## src/rtl/cfu_mac_sequencer_if.sv

```systemverilog
// Handshake bundle between the MAC sequencer and its start/buffer/weight/quantizer/result partners.
// The master side is the surrounding CFU environment; the sequencer connects through the slave modport.
interface cfu_mac_sequencer_if #(
    parameter int LEN_W = 9
);
    logic                     start_valid;
    logic                     start_ready;
    logic [LEN_W-1:0]         start_len;
    logic signed [31:0]       offset;
    logic                     abort;
    logic                     buf_read_valid;
    logic [31:0]              buf_read_data;
    logic                     buf_read_en;
    logic                     buf_write_en;
    logic [31:0]              buf_write_data;
    logic                     wgt_valid;
    logic [31:0]              wgt_data;
    logic                     wgt_ready;
    logic signed [31:0]       qnt_data_in;
    logic                     qnt_start;
    logic                     qnt_status;
    logic [31:0]              qnt_out;
    logic                     res_valid;
    logic                     res_ready;
    logic [31:0]              res_data;
    logic                     res_error;
    logic                     busy;

    modport master (
        output start_valid, start_len, offset, abort,
        output buf_read_valid, buf_read_data, wgt_valid, wgt_data,
        output qnt_status, qnt_out, res_ready,
        input  start_ready, buf_read_en, buf_write_en, buf_write_data, wgt_ready,
        input  qnt_data_in, qnt_start, res_valid, res_data, res_error, busy
    );

    modport slave (
        input  start_valid, start_len, offset, abort,
        input  buf_read_valid, buf_read_data, wgt_valid, wgt_data,
        input  qnt_status, qnt_out, res_ready,
        output start_ready, buf_read_en, buf_write_en, buf_write_data, wgt_ready,
        output qnt_data_in, qnt_start, res_valid, res_data, res_error, busy
    );
endinterface

```

## src/rtl/cfu_mac_sequencer.sv

```systemverilog
// Runs one output element: LEN offset int8x4 dot products from buffer and weight streams,
// then a quantizer round trip with timeout, returning the result through a valid/ready port.
module cfu_mac_sequencer #(
    parameter int LEN_W       = 9,
    parameter int QNT_TIMEOUT = 64
) (
    input  logic               clk,
    input  logic               rst,
    cfu_mac_sequencer_if.slave bus
);
    localparam int TMO_W = $clog2(QNT_TIMEOUT + 1);

    typedef enum logic [2:0] {IDLE, RUN, QSTART, QWAIT, DONE} state_t;

    state_t             state;
    state_t             state_nxt;
    logic [LEN_W-1:0]   len_r;
    logic [LEN_W-1:0]   count;
    logic signed [31:0] offset_r;
    logic signed [31:0] acc;
    logic [TMO_W-1:0]   tmo;
    logic [31:0]        res_data_r;
    logic               res_error_r;
    logic               beat;
    logic               last_beat;
    logic               tmo_hit;

    function automatic logic signed [31:0] lane_sext(input logic [7:0] b);
        return {{24{b[7]}}, b};
    endfunction

    // Wrapping 32-bit accumulate of the four offset-activation x weight lane products.
    function automatic logic signed [31:0] dot4(input logic [31:0] a, input logic [31:0] w,
                                               input logic signed [31:0] off);
        logic signed [31:0] sum;
        sum = '0;
        for (int i = 0; i < 4; i++)
            sum = sum + (lane_sext(a[8*i +: 8]) + off) * lane_sext(w[8*i +: 8]);
        return sum;
    endfunction

    assign beat      = (state == RUN) && bus.buf_read_valid && bus.wgt_valid && !bus.abort;
    assign last_beat = beat && (count == len_r - LEN_W'(1));
    assign tmo_hit   = (tmo == TMO_W'(QNT_TIMEOUT - 1));

    always_ff @(posedge clk or posedge rst) begin
        if (rst) state <= IDLE;
        else     state <= state_nxt;
    end

    always_comb begin
        state_nxt = state;
        if (bus.abort) begin
            state_nxt = IDLE;
        end else begin
            case (state)
                IDLE:    if (bus.start_valid) state_nxt = (bus.start_len == '0) ? QSTART : RUN;
                RUN:     if (last_beat) state_nxt = QSTART;
                QSTART:  state_nxt = QWAIT;
                QWAIT:   if (bus.qnt_status || tmo_hit) state_nxt = DONE;
                DONE:    if (bus.res_ready) state_nxt = IDLE;
                default: state_nxt = IDLE;
            endcase
        end
    end

    always_comb begin
        bus.start_ready    = (state == IDLE);
        bus.busy           = (state != IDLE);
        bus.qnt_start      = (state == QSTART);
        bus.res_valid      = (state == DONE);
        bus.buf_read_en    = beat;
        bus.buf_write_en   = beat;
        bus.wgt_ready      = beat;
        bus.buf_write_data = beat ? bus.buf_read_data : '0;
        bus.qnt_data_in    = acc;
        bus.res_data       = res_data_r;
        bus.res_error      = res_error_r;
    end

    always_ff @(posedge clk or posedge rst) begin
        if (rst) begin
            len_r       <= '0;
            count       <= '0;
            offset_r    <= '0;
            acc         <= '0;
            tmo         <= '0;
            res_data_r  <= '0;
            res_error_r <= 1'b0;
        end else if (bus.abort) begin
            acc         <= '0;
            count       <= '0;
            tmo         <= '0;
            res_error_r <= 1'b0;
        end else begin
            case (state)
                IDLE: begin
                    if (bus.start_valid) begin
                        len_r    <= bus.start_len;
                        offset_r <= bus.offset;
                        acc      <= '0;
                        count    <= '0;
                    end
                end
                RUN: begin
                    if (beat) begin
                        acc   <= acc + dot4(bus.buf_read_data, bus.wgt_data, offset_r);
                        count <= count + LEN_W'(1);
                    end
                end
                QSTART: tmo <= '0;
                QWAIT: begin
                    // Status in the QSTART cycle is never looked at; sampling starts here.
                    if (bus.qnt_status) begin
                        res_data_r  <= bus.qnt_out;
                        res_error_r <= 1'b0;
                    end else if (tmo_hit) begin
                        res_data_r  <= '0;
                        res_error_r <= 1'b1;
                    end else begin
                        tmo <= tmo + TMO_W'(1);
                    end
                end
                default: ;
            endcase
        end
    end
endmodule

```

## src/flat_wrapper.sv

```systemverilog
// flat-port wrapper written by rule: the top's interface ports become plain ports
module cfu_mac_sequencer_flat 
#(
    parameter int LEN_W       = 9,
    parameter int QNT_TIMEOUT = 64
)
  (clk, rst, bus_start_valid, bus_start_len, bus_offset, bus_abort, bus_buf_read_valid, bus_buf_read_data, bus_wgt_valid, bus_wgt_data, bus_qnt_status, bus_qnt_out, bus_res_ready, bus_start_ready, bus_buf_read_en, bus_buf_write_en, bus_buf_write_data, bus_wgt_ready, bus_qnt_data_in, bus_qnt_start, bus_res_valid, bus_res_data, bus_res_error, bus_busy);
  cfu_mac_sequencer_if #(.LEN_W(LEN_W)) bus_i ();
  input  logic clk;
  input  logic rst;
  input wire logic [$bits(bus_i.start_valid)-1:0] bus_start_valid;
  input wire logic [$bits(bus_i.start_len)-1:0] bus_start_len;
  input wire logic [$bits(bus_i.offset)-1:0] bus_offset;
  input wire logic [$bits(bus_i.abort)-1:0] bus_abort;
  input wire logic [$bits(bus_i.buf_read_valid)-1:0] bus_buf_read_valid;
  input wire logic [$bits(bus_i.buf_read_data)-1:0] bus_buf_read_data;
  input wire logic [$bits(bus_i.wgt_valid)-1:0] bus_wgt_valid;
  input wire logic [$bits(bus_i.wgt_data)-1:0] bus_wgt_data;
  input wire logic [$bits(bus_i.qnt_status)-1:0] bus_qnt_status;
  input wire logic [$bits(bus_i.qnt_out)-1:0] bus_qnt_out;
  input wire logic [$bits(bus_i.res_ready)-1:0] bus_res_ready;
  output wire logic [$bits(bus_i.start_ready)-1:0] bus_start_ready;
  output wire logic [$bits(bus_i.buf_read_en)-1:0] bus_buf_read_en;
  output wire logic [$bits(bus_i.buf_write_en)-1:0] bus_buf_write_en;
  output wire logic [$bits(bus_i.buf_write_data)-1:0] bus_buf_write_data;
  output wire logic [$bits(bus_i.wgt_ready)-1:0] bus_wgt_ready;
  output wire logic [$bits(bus_i.qnt_data_in)-1:0] bus_qnt_data_in;
  output wire logic [$bits(bus_i.qnt_start)-1:0] bus_qnt_start;
  output wire logic [$bits(bus_i.res_valid)-1:0] bus_res_valid;
  output wire logic [$bits(bus_i.res_data)-1:0] bus_res_data;
  output wire logic [$bits(bus_i.res_error)-1:0] bus_res_error;
  output wire logic [$bits(bus_i.busy)-1:0] bus_busy;
  assign bus_i.start_valid = bus_start_valid;
  assign bus_i.start_len = bus_start_len;
  assign bus_i.offset = bus_offset;
  assign bus_i.abort = bus_abort;
  assign bus_i.buf_read_valid = bus_buf_read_valid;
  assign bus_i.buf_read_data = bus_buf_read_data;
  assign bus_i.wgt_valid = bus_wgt_valid;
  assign bus_i.wgt_data = bus_wgt_data;
  assign bus_i.qnt_status = bus_qnt_status;
  assign bus_i.qnt_out = bus_qnt_out;
  assign bus_i.res_ready = bus_res_ready;
  assign bus_start_ready = bus_i.start_ready;
  assign bus_buf_read_en = bus_i.buf_read_en;
  assign bus_buf_write_en = bus_i.buf_write_en;
  assign bus_buf_write_data = bus_i.buf_write_data;
  assign bus_wgt_ready = bus_i.wgt_ready;
  assign bus_qnt_data_in = bus_i.qnt_data_in;
  assign bus_qnt_start = bus_i.qnt_start;
  assign bus_res_valid = bus_i.res_valid;
  assign bus_res_data = bus_i.res_data;
  assign bus_res_error = bus_i.res_error;
  assign bus_busy = bus_i.busy;
  cfu_mac_sequencer #(.LEN_W(LEN_W), .QNT_TIMEOUT(QNT_TIMEOUT)) u_core (.clk(clk), .rst(rst), .bus(bus_i));
endmodule
```

## config.mk

```make
export PLATFORM = sky130hd
export DESIGN_NAME = cfu_mac_sequencer_flat
export DESIGN_NICKNAME = d
export VERILOG_FILES = /design/src/rtl/cfu_mac_sequencer_if.sv /design/src/rtl/cfu_mac_sequencer.sv /design/src/flat_wrapper.sv
export SDC_FILE = /design/constraint.sdc
export NUM_CORES = 2
export LEC_CHECK = 0
export ABC_CLOCK_PERIOD_IN_PS = 11000
export BUFFER_PORTS_ARGS = -buffer_cell sky130_fd_sc_hd__buf_4
export CAP_MARGIN = 20
export CORE_MARGIN = 1.5
export CORE_UTILIZATION = 47
export DETAILED_ROUTE_END_ITERATION = 10
export SLEW_MARGIN = 40
export SYNTH_ARGS = -nofsm -noshare
export SYNTH_HDL_FRONTEND = slang
export SYNTH_SLANG_ARGS = --single-unit
```

## constraint.sdc

```tcl
create_clock -name clk -period 11 [get_ports clk]
set_input_delay 2.2 -clock clk [delete_from_list [all_inputs] [get_ports clk]]
set_output_delay 2.2 -clock clk [all_outputs]
set_load 0.05 [all_outputs]
```

==> metrics.md <==
| Metric | Value |
|---|---|
| Synth cell types | `82` |
| Post-layout min period | `11.19 ns` |
| Post-route design area | `46920 um^2` |
| Most frequent cells in the layout | `inv_1 (899), fa_1 (818), buf_4 (789), nand2_1 (640), and2_1 (293)` |
| Gr usage total | `~29%` |
| Count of final hold-check violations | `0` |
| CP max stage cell | `fa_1` |
| Number of global-route vias before repair | `between 30000 and 40000` |
| Status | `complete, but fails checks` |
| Max_slew headroom | `between 50% and 60%` |
| Synth Area in Compound Gates | `8.565%` |
| Post-Synth Simple-Gate Area | `16.47%` |
| DRC | `0` |
| Met1 wire length | `54040 um` |
| Fraction of layout cells with a size suffix above 1 | `19.94%` |
| Post-DP HPWL | `103300 um` |
| CP Class | `in -> reg` |
| Rows | `105` |
| Setup Slack @ Placement | `-0.9376 ns` |
| Area after DPL | `45750 um^2` |
| Number of synthesized flops with an enable pin | `0` |
| Syn. warnings | `0` |
| Worst path arrival time | `11.55 ns` |
| Asr flop ratio synth | `100.0%` |
| Clock edge transition at the registers on the reported setup and hold paths | `about 0.070 ns` |
| CP dominant cell by count | `fa_1` |
| Final std cells w/o fill | `6100` |
| Synth Area in XOR/XNOR | `4.986%` |
| Placed cell count | `just over 6000` |
| Register area | `between 3000 and 4000 um^2` |
| Core area | `81980 um^2` |
| Final weighted congestion in routability-driven placement | `0.9386` |
| Final Max Slew Viols | `0` |
| Hold WC Path Type | `reg -> reg` |
| Full die area | `84540 um^2` |
| Ys flop type | `dfrtp_1` |
| Antenna-violating nets left | `0` |
| Drt wl/cell | `19.12 um` |
| Area of the mapped netlist | `38920 um^2` |
| CP Data Required Time | `about 11 ns` |
| Net Count, Synth | `5552` |
| CP Launch Type | `primary input` |
| Routed length on met2 | `52310 um` |
| Multiplexer area fraction after synthesis | `around 1.3%` |
| Largest net degree at the start of global routing | `70` |
| Antenna violations before repair | `1` |
| FMAX | `0.08940 GHz` |
| Setup ws final | `-0.1854 ns` |
| Clk buf depth | `2` |
| Register area share after synthesis | `under 10%` |
| Port buffer count | `~250` |
| Slowest stage delay, CP | `0.59 ns` |
| Die W | `290.8 um` |
| Global route overflow | `0` |
| Clock Latency Late Sink | `roughly 0.45 ns` |
| Crit Path Max Fanout | `4` |
| Most common cell after layout, fill and taps aside | `inv_1` |
| Detailed-route via count | `31660` |
| Detailed Route WL | `116700 um` |
| CTS tree | `done` |
| Final setup fails | `1` |
| Die H | `290.8 um` |
| Layout fillers | `7583` |
| Crit end category | `register` |
| DR vias/cell | `5.190` |
| Number of synthesized register bits | `125` |
| Max cap viols | `0` |
| Clock buffer count from CTS | `17` |
| Nets | `approximately 6200` |
| DR WL met3 | `8404 um` |
| Worst-Margin Slew | `0.7188 ns` |
| Clk root buf | `clkbuf_16` |
| Worst R2R Setup Slack | `around 0.97 ns` |
| Detailed Route Iter0 Violations | `1882` |
| Post-Synthesis Cells | `4332` |
| Total Neg Setup Slack | `-0.1854 ns` |
| Multi-input logic area | `32460 um^2` |
| Adder-cell area share of the yosys netlist | `50.55%` |
| Violated checks | `setup timing` |
| First-pass DRT Iterations | `5` |
| Avg Cell Area, Syn | `8.984 um^2` |
| Area Overhead vs Synth | `20.57%` |
| Ports | `249` |
| # H-tree levels | `4` |
| Final Cycle Share | `101.7%` |
| Largest family of logic cells by synthesized area | `adder cells` |
| Max layer used | `met4` |
| Clock Sinks | `between 100 and 150` |
| Initial Util | `47.47%` |
| Skew final | `approximately 0.022 ns` |
| RSZ-0062 raised after global routing | `true` |
| First-pass GRT wire length | `187600 um` |
## logic make-up (layout without fill, tap and decap cells)
family,count (synthesis),after routing
mux,46,46
xor+xnor,205,205
fa+ha+maj,1075,1075
simple gates,1337,1337
flops,125,125
other cells,0,1
buf+inv,1041,1738
compound gates,503,503
## cell type report
class	count	share of cell area [%]
Multi-Input combinational cell	3166	69.18
Timing Repair Buffer	795	12.78
Inverter	911	7.301
Sequential cell	125	6.666
Tap cell	1070	2.853
Clock buffer	19	0.9440
Clock inverter	13	0.2747
Antenna cell	1	0.005333
## worst max-delay path: cells and delay by family
| family | cells | cell delay (ns) |
|---|---|---|
| fa+ha+maj | 11 | 4.80 |
| compound gates | 12 | 2.64 |
| xor+xnor | 3 | 0.85 |
| buf+inv | 8 | 0.59 |
| simple gates | 3 | 0.44 |
## registers in the layout (all words and copies together) (netlist names)
name and cells:
u_core.offset_r 32, u_core.len_r 9, u_core.state 3, u_core.count 9, u_core.bus.qnt_data_in 32, u_core.bus.res_data 32, u_core.tmo 7, u_core.bus.res_error 1
## layer usage
| metal | track usage [%] | up-vias |
|---|---|---|
| li1 | - | 14590 |
| met1 | 42.37 | 16110 |
| met2 | 44.83 | 866 |
| met3 | 4.344 | 85 |
| met4 | 4.750 | 0 |
| met5 | 0 | - |
## path summary, 6_finish.rpt
kind	end	cells after the start	startpoint
worst max-delay path	u_core.bus.qnt_data_in[31]	37	bus_buf_read_data[16]
worst min-delay path	u_core.tmo[6]	1	u_core.tmo[5]
worst max register to register	u_core.bus.qnt_data_in[31]	34	u_core.offset_r[2]
worst min register to register	u_core.tmo[6]	1	u_core.tmo[5]
max in group asynchronous	u_core.count[2]	3	rst
min in group asynchronous	u_core.bus.qnt_data_in[29]	2	rst
## what timing repair did
| action | in CTS | in global routing |
|---|---|---|
| hold buffers | 0 | 0 |
| pin swaps | 32 | 33 |
| gates resized for setup | 29 | 89 |
| setup endpoints to repair | 5 | 12 |
| buffers inserted | 3 | 6 |
## cells in the mapped netlist (all sizes together), types with 8 or more instances
| cell type | instances | share of area (%) |
|---|---|---|
| inv | 908 | 8.8 |
| fa | 829 | 43 |
| nand2 | 642 | 6.2 |
| and2 | 295 | 4.7 |
| ha | 246 | 7.9 |
| xnor2 | 152 | 3.4 |
| nor2 | 132 | 1.3 |
| a21oi | 127 | 1.7 |
| dfrtp | 125 | 8.0 |
| clkbuf | 124 | 1.2 |
| o21ai | 118 | 1.5 |
| nand2b | 84 | 1.4 |
| a21o | 48 | 0.93 |
| xor2 | 43 | 0.97 |
| mux2 | 42 | 1.2 |
| nor2b | 40 | 0.64 |
| a22o | 33 | 0.74 |
| nand3 | 33 | 0.42 |
| nor3 | 26 | 0.33 |
| o21a | 24 | 0.46 |
| o21bai | 23 | 0.44 |
| a211oi | 20 | 0.40 |
| and3 | 19 | 0.32 |
| nand4 | 15 | 0.24 |
| o31ai | 14 | 0.27 |
| a31oi | 13 | 0.21 |
| or2 | 11 | 0.18 |
| xnor3 | 10 | 0.58 |
| nor4 | 8 | 0.13 |
| or3 | 8 | 0.14 |
## through the flow
stage                     hold slack (ns)  util (%)
after CTS                          0.5030     56.70
after floorplan                    0.4653         -
after global placement             0.4916     55.78
final                              0.4992     57.24
after detailed placement           0.4921     55.81
after global routing               0.5089     57.23
Power is not shown: default switching activity piles up to over one toggle a cycle in this logic, so the estimate is an artifact.
